$ cat config.mk
export PLATFORM = sky130hd
export DESIGN_NAME = button_debouncer
export DESIGN_NICKNAME = d
export VERILOG_FILES = /design/src/rtl/button_pkg.sv /design/src/rtl/debounce_chan.sv /design/src/rtl/button_debouncer.sv
export SDC_FILE = /design/constraint.sdc
export NUM_CORES = 1
export LEC_CHECK = 0
export BUFFER_PORTS_ARGS = -buffer_cell sky130_fd_sc_hd__buf_2
export CORE_ASPECT_RATIO = 0.6
export CORE_MARGIN = 5
export CORE_UTILIZATION = 55
export CTS_CLUSTER_DIAMETER = 100
export DETAILED_ROUTE_END_ITERATION = 6
export PLACE_DENSITY = 0.84
export SLEW_MARGIN = 20
export SYNTH_ARGS = -nofsm -noshare
export SYNTH_HDL_FRONTEND = slang
export SYNTH_SLANG_ARGS = --single-unit
$ cat constraint.sdc
create_clock -name clk -period 1.7 [get_ports clk]
set_input_delay 0.34 -clock clk [delete_from_list [all_inputs] [get_ports clk]]
set_output_delay 0.34 -clock clk [all_outputs]
set_load 0.01 [all_outputs]
$ cat src/rtl/button_pkg.sv
// Shared types and defaults for the button conditioning stage.
// Optional long-press detection is compiled in with BUTTON_DEBOUNCER_LONG_PRESS_EN.
package button_pkg;

  // Per-channel debounce state. The encoding is fixed so that debug tooling
  // can decode state_dbg directly.
  typedef enum logic [1:0] {
    STABLE_LOW  = 2'd0,
    CHECK_HIGH  = 2'd1,
    STABLE_HIGH = 2'd2,
    CHECK_LOW   = 2'd3
  } deb_state_e;

  localparam int DEFAULT_DEBOUNCE_CYCLES = 16;
  localparam int DEFAULT_CNT_W           = 8;
  localparam int DEFAULT_LONG_CYCLES     = 1000000;

endpackage

$ cat src/rtl/debounce_chan.sv
// One button channel: 2-FF synchroniser, debounce FSM, edge pulses,
// press counter and (with BUTTON_DEBOUNCER_LONG_PRESS_EN) a long-press pulse.
module debounce_chan
  import button_pkg::*;
#(
  parameter int DEBOUNCE_CYCLES = DEFAULT_DEBOUNCE_CYCLES,
  parameter int CNT_W           = DEFAULT_CNT_W
`ifdef BUTTON_DEBOUNCER_LONG_PRESS_EN
  ,
  parameter int LONG_CYCLES     = DEFAULT_LONG_CYCLES
`endif
) (
  input  logic             clk,
  input  logic             reset,
  input  logic             raw,
  input  logic             clr,
  output logic             db,
  output logic             rise,
  output logic             fall,
  output logic [CNT_W-1:0] count,
`ifdef BUTTON_DEBOUNCER_LONG_PRESS_EN
  output logic             long_press,
`endif
  output logic [1:0]       state_dbg
);

  localparam int              DB_W     = $clog2(DEBOUNCE_CYCLES) + 1;
  localparam logic [DB_W-1:0] CNT_LAST = DB_W'(DEBOUNCE_CYCLES - 1);

  logic [1:0]      sync;
  logic            s;
  deb_state_e      state;
  logic [DB_W-1:0] cnt;
  logic            accept_rise;

  assign s           = sync[1];
  assign state_dbg   = state;
  // The rising accept is needed by the press counter in the same edge that
  // raises the registered rise pulse.
  assign accept_rise = (state == CHECK_HIGH) && s && (cnt == CNT_LAST);

  // Two-flop synchroniser for the asynchronous pad.
  always_ff @(posedge clk) begin
    if (reset) sync <= 2'b00;
    else       sync <= {sync[0], raw};
  end

  // Debounce FSM: a level change is accepted only after DEBOUNCE_CYCLES
  // consecutive agreeing samples; any reversal drops back to the stable state.
  always_ff @(posedge clk) begin
    if (reset) begin
      state <= STABLE_LOW;
      cnt   <= '0;
      db    <= 1'b0;
      rise  <= 1'b0;
      fall  <= 1'b0;
    end else begin
      rise <= 1'b0;
      fall <= 1'b0;
      case (state)
        STABLE_LOW: begin
          if (s) begin
            state <= CHECK_HIGH;
            cnt   <= DB_W'(1);
          end
        end
        CHECK_HIGH: begin
          if (!s) begin
            state <= STABLE_LOW;
            cnt   <= '0;
          end else if (cnt == CNT_LAST) begin
            state <= STABLE_HIGH;
            cnt   <= '0;
            db    <= 1'b1;
            rise  <= 1'b1;
          end else begin
            cnt <= cnt + DB_W'(1);
          end
        end
        STABLE_HIGH: begin
          if (!s) begin
            state <= CHECK_LOW;
            cnt   <= DB_W'(1);
          end
        end
        CHECK_LOW: begin
          if (s) begin
            state <= STABLE_HIGH;
            cnt   <= '0;
          end else if (cnt == CNT_LAST) begin
            state <= STABLE_LOW;
            cnt   <= '0;
            db    <= 1'b0;
            fall  <= 1'b1;
          end else begin
            cnt <= cnt + DB_W'(1);
          end
        end
        default: begin
          state <= STABLE_LOW;
          cnt   <= '0;
        end
      endcase
    end
  end

  // Press counter: a clear coinciding with a new press keeps that press.
  always_ff @(posedge clk) begin
    if (reset) begin
      count <= '0;
    end else if (accept_rise) begin
      count <= clr ? CNT_W'(1) : count + CNT_W'(1);
    end else if (clr) begin
      count <= '0;
    end
  end

`ifdef BUTTON_DEBOUNCER_LONG_PRESS_EN
  localparam int              HOLD_W    = $clog2(LONG_CYCLES) + 1;
  localparam logic [HOLD_W-1:0] HOLD_LAST = HOLD_W'(LONG_CYCLES - 1);

  logic [HOLD_W-1:0] hold;
  logic              fired;

  // Long-press timer: counts undisturbed high samples after a rise and fires
  // once per press; a glitch back through CHECK_LOW restarts the timing but
  // cannot produce a second pulse for the same press.
  always_ff @(posedge clk) begin
    if (reset) begin
      hold       <= '0;
      fired      <= 1'b0;
      long_press <= 1'b0;
    end else begin
      long_press <= 1'b0;
      if (accept_rise) begin
        hold  <= '0;
        fired <= 1'b0;
      end else if (state == STABLE_HIGH && s) begin
        if (!fired) begin
          if (hold == HOLD_LAST) begin
            long_press <= 1'b1;
            fired      <= 1'b1;
          end else begin
            hold <= hold + HOLD_W'(1);
          end
        end
      end else begin
        hold <= '0;
      end
    end
  end
`endif

endmodule

$ cat src/rtl/button_debouncer.sv
// Button conditioning stage: N_BUTTONS independent debounce channels with
// flattened press counters. Long-press pulses are added when
// BUTTON_DEBOUNCER_LONG_PRESS_EN is defined. state_dbg exposes each channel's
// FSM state (channel i at bits [2*i +: 2]).
module button_debouncer
  import button_pkg::*;
#(
  parameter int N_BUTTONS       = 2,
  parameter int DEBOUNCE_CYCLES = DEFAULT_DEBOUNCE_CYCLES,
  parameter int CNT_W           = DEFAULT_CNT_W
`ifdef BUTTON_DEBOUNCER_LONG_PRESS_EN
  ,
  parameter int LONG_CYCLES     = DEFAULT_LONG_CYCLES
`endif
) (
  input  logic                       clk,
  input  logic                       reset,
  input  logic [N_BUTTONS-1:0]       btn_raw,
  output logic [N_BUTTONS-1:0]       btn_db,
  output logic [N_BUTTONS-1:0]       btn_rise,
  output logic [N_BUTTONS-1:0]       btn_fall,
  input  logic [N_BUTTONS-1:0]       press_clr,
  output logic [N_BUTTONS*CNT_W-1:0] press_count,
`ifdef BUTTON_DEBOUNCER_LONG_PRESS_EN
  output logic [N_BUTTONS-1:0]       btn_long,
`endif
  output logic [2*N_BUTTONS-1:0]     state_dbg
);

  // One self-contained channel per button.
  for (genvar i = 0; i < N_BUTTONS; i++) begin : g_chan
    debounce_chan #(
      .DEBOUNCE_CYCLES (DEBOUNCE_CYCLES),
      .CNT_W           (CNT_W)
`ifdef BUTTON_DEBOUNCER_LONG_PRESS_EN
      ,
      .LONG_CYCLES     (LONG_CYCLES)
`endif
    ) u_chan (
      .clk        (clk),
      .reset      (reset),
      .raw        (btn_raw[i]),
      .clr        (press_clr[i]),
      .db         (btn_db[i]),
      .rise       (btn_rise[i]),
      .fall       (btn_fall[i]),
      .count      (press_count[i*CNT_W +: CNT_W]),
`ifdef BUTTON_DEBOUNCER_LONG_PRESS_EN
      .long_press (btn_long[i]),
`endif
      .state_dbg  (state_dbg[2*i +: 2])
    );
  end

endmodule

==> flow_summary_export.csv <==
group,metric,value,unit
worst_setup_path,crit_fanout,12,
clock_network,clock_sinks,40,
sta,fin_tns_setup,0,ns
drt,routed_wl,4.46,mm
yosys,synth_area_leaders,"dfxtp_1 41%, nand3_1 4.1%, a21oi_1 3.9%",
clock_network,cts_hold_buf,0,
final_layout,syn2layout_area_growth,17.5,%
drt,drc,0,
drt,vias_per_cell,5.95,
clock_network,htreeDepth,2,
global_route,antenna_found_initial,0,
global_route,grt_overflow,0,
pwr,p_sw,0.000399,W
sta,fin_worst_skew,0.00800,ns
placed_design,pre_cts_ws,0.0915,ns
final_layout,num-fill-cells,285,
final_layout,layout_commonest_cell,"dfxtp_1",
worst_setup_path,r2r_end,"g_chan[0].u_chan.count[3]",
worst_setup_path,r2r_slack,0.1,ns
pwr,pwr-share-clk,36.7,%
pwr,swShare,23.9,%
yosys,synth_top_area_share,41.4,%
sta,finalHoldViolCount,0,
worst_setup_path,cp.depth,4,
clock_network,clockBufferDepth,2,
sta,rsz0062_at_grt,"false",
floorplanning,io_pins,32,
yosys,synthCells,210,
drt,via_count,1754,
global_route,grtUsageTotal,18.9,%
yosys,syn_nets,220,
worst_setup_path,timing.critical_path.from,"g_chan[0].u_chan.cnt[0]",
yosys,post_synth_instance_area,0.00194,mm2
status,status,"complete, no violations",
worst_setup_path,slowest_stage,"or4_1",
yosys,synth_top_cell_by_area,"dfxtp_1",
worst_setup_path,cp_top_family,"simple AND/OR/NAND/NOR gates",
final_layout,fin_cells,295,
pwr,pwr-share-seq,57.8,%
sta,setup_viol,0,
pwr,internal_power,0.00127,W
global_route,grt_pass1_vias,1458,
worst_setup_path,cp_cell_sequence,"ha_1 -> nand4b_4 -> or4_1 -> a21oi_1",
clock_network,clk_pin_slew,0.08,ns
drt,drt-initial-drc-count,170,
worst_setup_path,worst_setup_path_start_kind,"flop",
worst_setup_path,path_buf_inv,0,
floorplanning,initial_core_util,58.2,%
floorplanning,core_area,0.00332,mm2
clock_network,clockRootBuffer,"clkbuf_8",
drt,wire_per_inst,15.1,um
yosys,synth-seq-cells,40,
final_layout,n_antenna_cell,0,
worst_setup_path,path_class,"reg -> reg",
sta,fmax,0.624,GHz
yosys,synth_cell_type_count,47,
min_path,hp-class,"in -> reg",
worst_setup_path,critPathCaptureType,"flop",
sta,slew_headroom,66.8,%
floorplanning,fp.dieW,86.6,um
final_layout,register_area,801,um2
worst_setup_path,cp-endpoint,"g_chan[0].u_chan.count[3]",
run,drv_cap,0,
worst_setup_path,cp.required,1.94,ns
worst_setup_path,crit_arrival,1.84,ns
clock_network,clk_latency,0.30,ns
clock_network,cts_tree,"done",
worst_setup_path,worst-r2r-cell-count,4,
placed_design,place.port_buffers,31,
final_layout,layout_common_cells,"40 x dfxtp_1, 31 x buf_2, 18 x buf_4",
final_layout,layout.nets,260,
pwr,powerDensity,735,mW/mm2
pwr,p_leak,0.950,nW
yosys,ys.flop_type,"dfxtp_1",
global_route,grt_max_degree,18,
pwr,power_frac_comb,5.6,%
placed_design,gp_congestion,0.828,
yosys,seq_area_frac_synth,41.4,%
sta,period_needed,1.60,ns
clock_network,numCtsBuffers,5,
worst_setup_path,r2r-start,"g_chan[0].u_chan.cnt[0]",
floorplanning,num_rows,16,
floorplanning,die_h,56.0,um
final_layout,multi_input_area,0.00103,mm2
yosys,async_reset_ff_share,0,%
worst_setup_path,slowest_delay,0.57,ns
sta,slew_violations,0,
yosys,yosysWarningCount,0,
drt,first_pass_iters,4,
sta,tightest_slew,0.491,ns
global_route,grt_pass1_wl,7.26,mm
sta,min_period_over_period,94.2,%
yosys,synth-edff-count,0,
floorplanning,die-area,0.00484,mm2
sta,setup_slack,0.0984,ns
placed_design,dp_hpwl,3.20,mm
yosys,avgSynthCellArea,9.22,um2
final_layout,drive_gt1_share,26.4,%
pwr,peakVddDrop,414,uV
placed_design,dp.cells,284,
drt,ant_nets,0,
-- Yosys cell counts, types with 3 or more instances --
library cell / count
dfxtp_1: 40
nand3_1: 16
a21oi_1: 15
nand2_1: 13
o21ai_0: 9
or3_1: 9
nand4_1: 7
buf_2: 6
buf_4: 6
nor2b_1: 6
inv_1: 5
mux2i_1: 5
nor2_1: 5
xor2_1: 5
and3_1: 4
ha_1: 4
nor3_1: 4
nor4_2: 4
o31ai_1: 4
or4_1: 4
clkbuf_1: 3
nand4b_1: 3
o211a_1: 3
-- power by group through the flow --
| stage | registers (W) | clock network, W | logic, W |
|---|---|---|---|
| 2_1_floorplan | 0.000986 | 0 | 0.0000693 |
| 3_3_place_gp | 0.000987 | 0 | 0.0000924 |
| 3_5_place_dp | 0.000988 | 0 | 0.0000930 |
| 4_1_cts | 0.000966 | 0.000619 | 0.0000937 |
| 5_1_grt | 0.000969 | 0.000653 | 0.000105 |
| 6_report | 0.000966 | 0.000613 | 0.0000933 |
-- layer usage --
metal	track usage, %	part of all wire, %
met5	0	0
met1	29.3	50
met2	23.7	39
met3	4.44	8.6
met4	8.67	2.0
-- worst register-to-register path: stages, from the launching register on --
cell,delay (ns)
dfxtp_1,0.37
ha_1,0.24
nand4b_4,0.21
or4_1,0.57
a21oi_1,0.15
-- registers in the layout, summed over array words and instances, names as in the netlist, named ones only --
signal,cells
g_chan.u_chan.cnt,10
g_chan.u_chan.state_dbg,2
g_chan.u_chan.db,2
g_chan.u_chan.fall,2
g_chan.u_chan.sync,4
g_chan.u_chan.count,16
g_chan.u_chan.rise,2
-- area by class of cell --
type / count / area share, %
Multi-Input combinational cell: 149 / 45.3
Sequential cell: 40 / 35.2
Timing Repair Buffer: 49 / 12.8
Clock buffer: 6 / 3.19
Tap cell: 45 / 2.48
Inverter: 5 / 0.825
Clock inverter: 1 / 0.220
-- kinds of logic after synthesis --
family	Yosys count	share of synthesized area, %
xor+xnor	7	3.56
flops	40	41.4
buf+inv	21	5.62
mux	5	2.59
simple gates	93	31.0
compound gates	40	13.3
fa+ha+maj	4	2.59
-- worst min-delay path by stage --
stage                             start                  endpoint  slack [ns]  cells after the start
6_report                     btn_raw[0]  g_chan[0].u_chan.sync[0]        0.24                      2
4_1_cts                      btn_raw[0]  g_chan[0].u_chan.sync[0]        0.24                      2
3_5_place_dp   g_chan[1].u_chan.sync[0]  g_chan[1].u_chan.sync[1]        0.43                      1
5_1_grt                      btn_raw[0]  g_chan[0].u_chan.sync[0]        0.26                      2
2_1_floorplan  g_chan[0].u_chan.sync[0]  g_chan[0].u_chan.sync[1]        0.41                      1
3_3_place_gp   g_chan[0].u_chan.sync[0]  g_chan[0].u_chan.sync[1]        0.42                      1
-- timing repair --
action | in CTS | in global routing
setup endpoints to repair | 0 | 4
buffers inserted | 0 | 4
endpoints found under the hold margin | 0 | 0
resized for setup | 0 | 1
-- per-stage QoR --
| step | instance area (um2) | util, % | hold slack [ns] | total power (W) |
|---|---|---|---|---|
| after floorplan | 1940 | - | 0.414 | 0.00105 |
| after global placement | 2160 | 65.1 | 0.419 | 0.00108 |
| after detailed placement | 2160 | 65.1 | 0.435 | 0.00108 |
| after CTS | 2240 | 67.4 | 0.237 | 0.00168 |
| after global routing | 2270 | 68.4 | 0.263 | 0.00173 |
| final | 2270 | 68.4 | 0.240 | 0.00167 |
No activity file was read; power rests on OpenSTA's default activity.
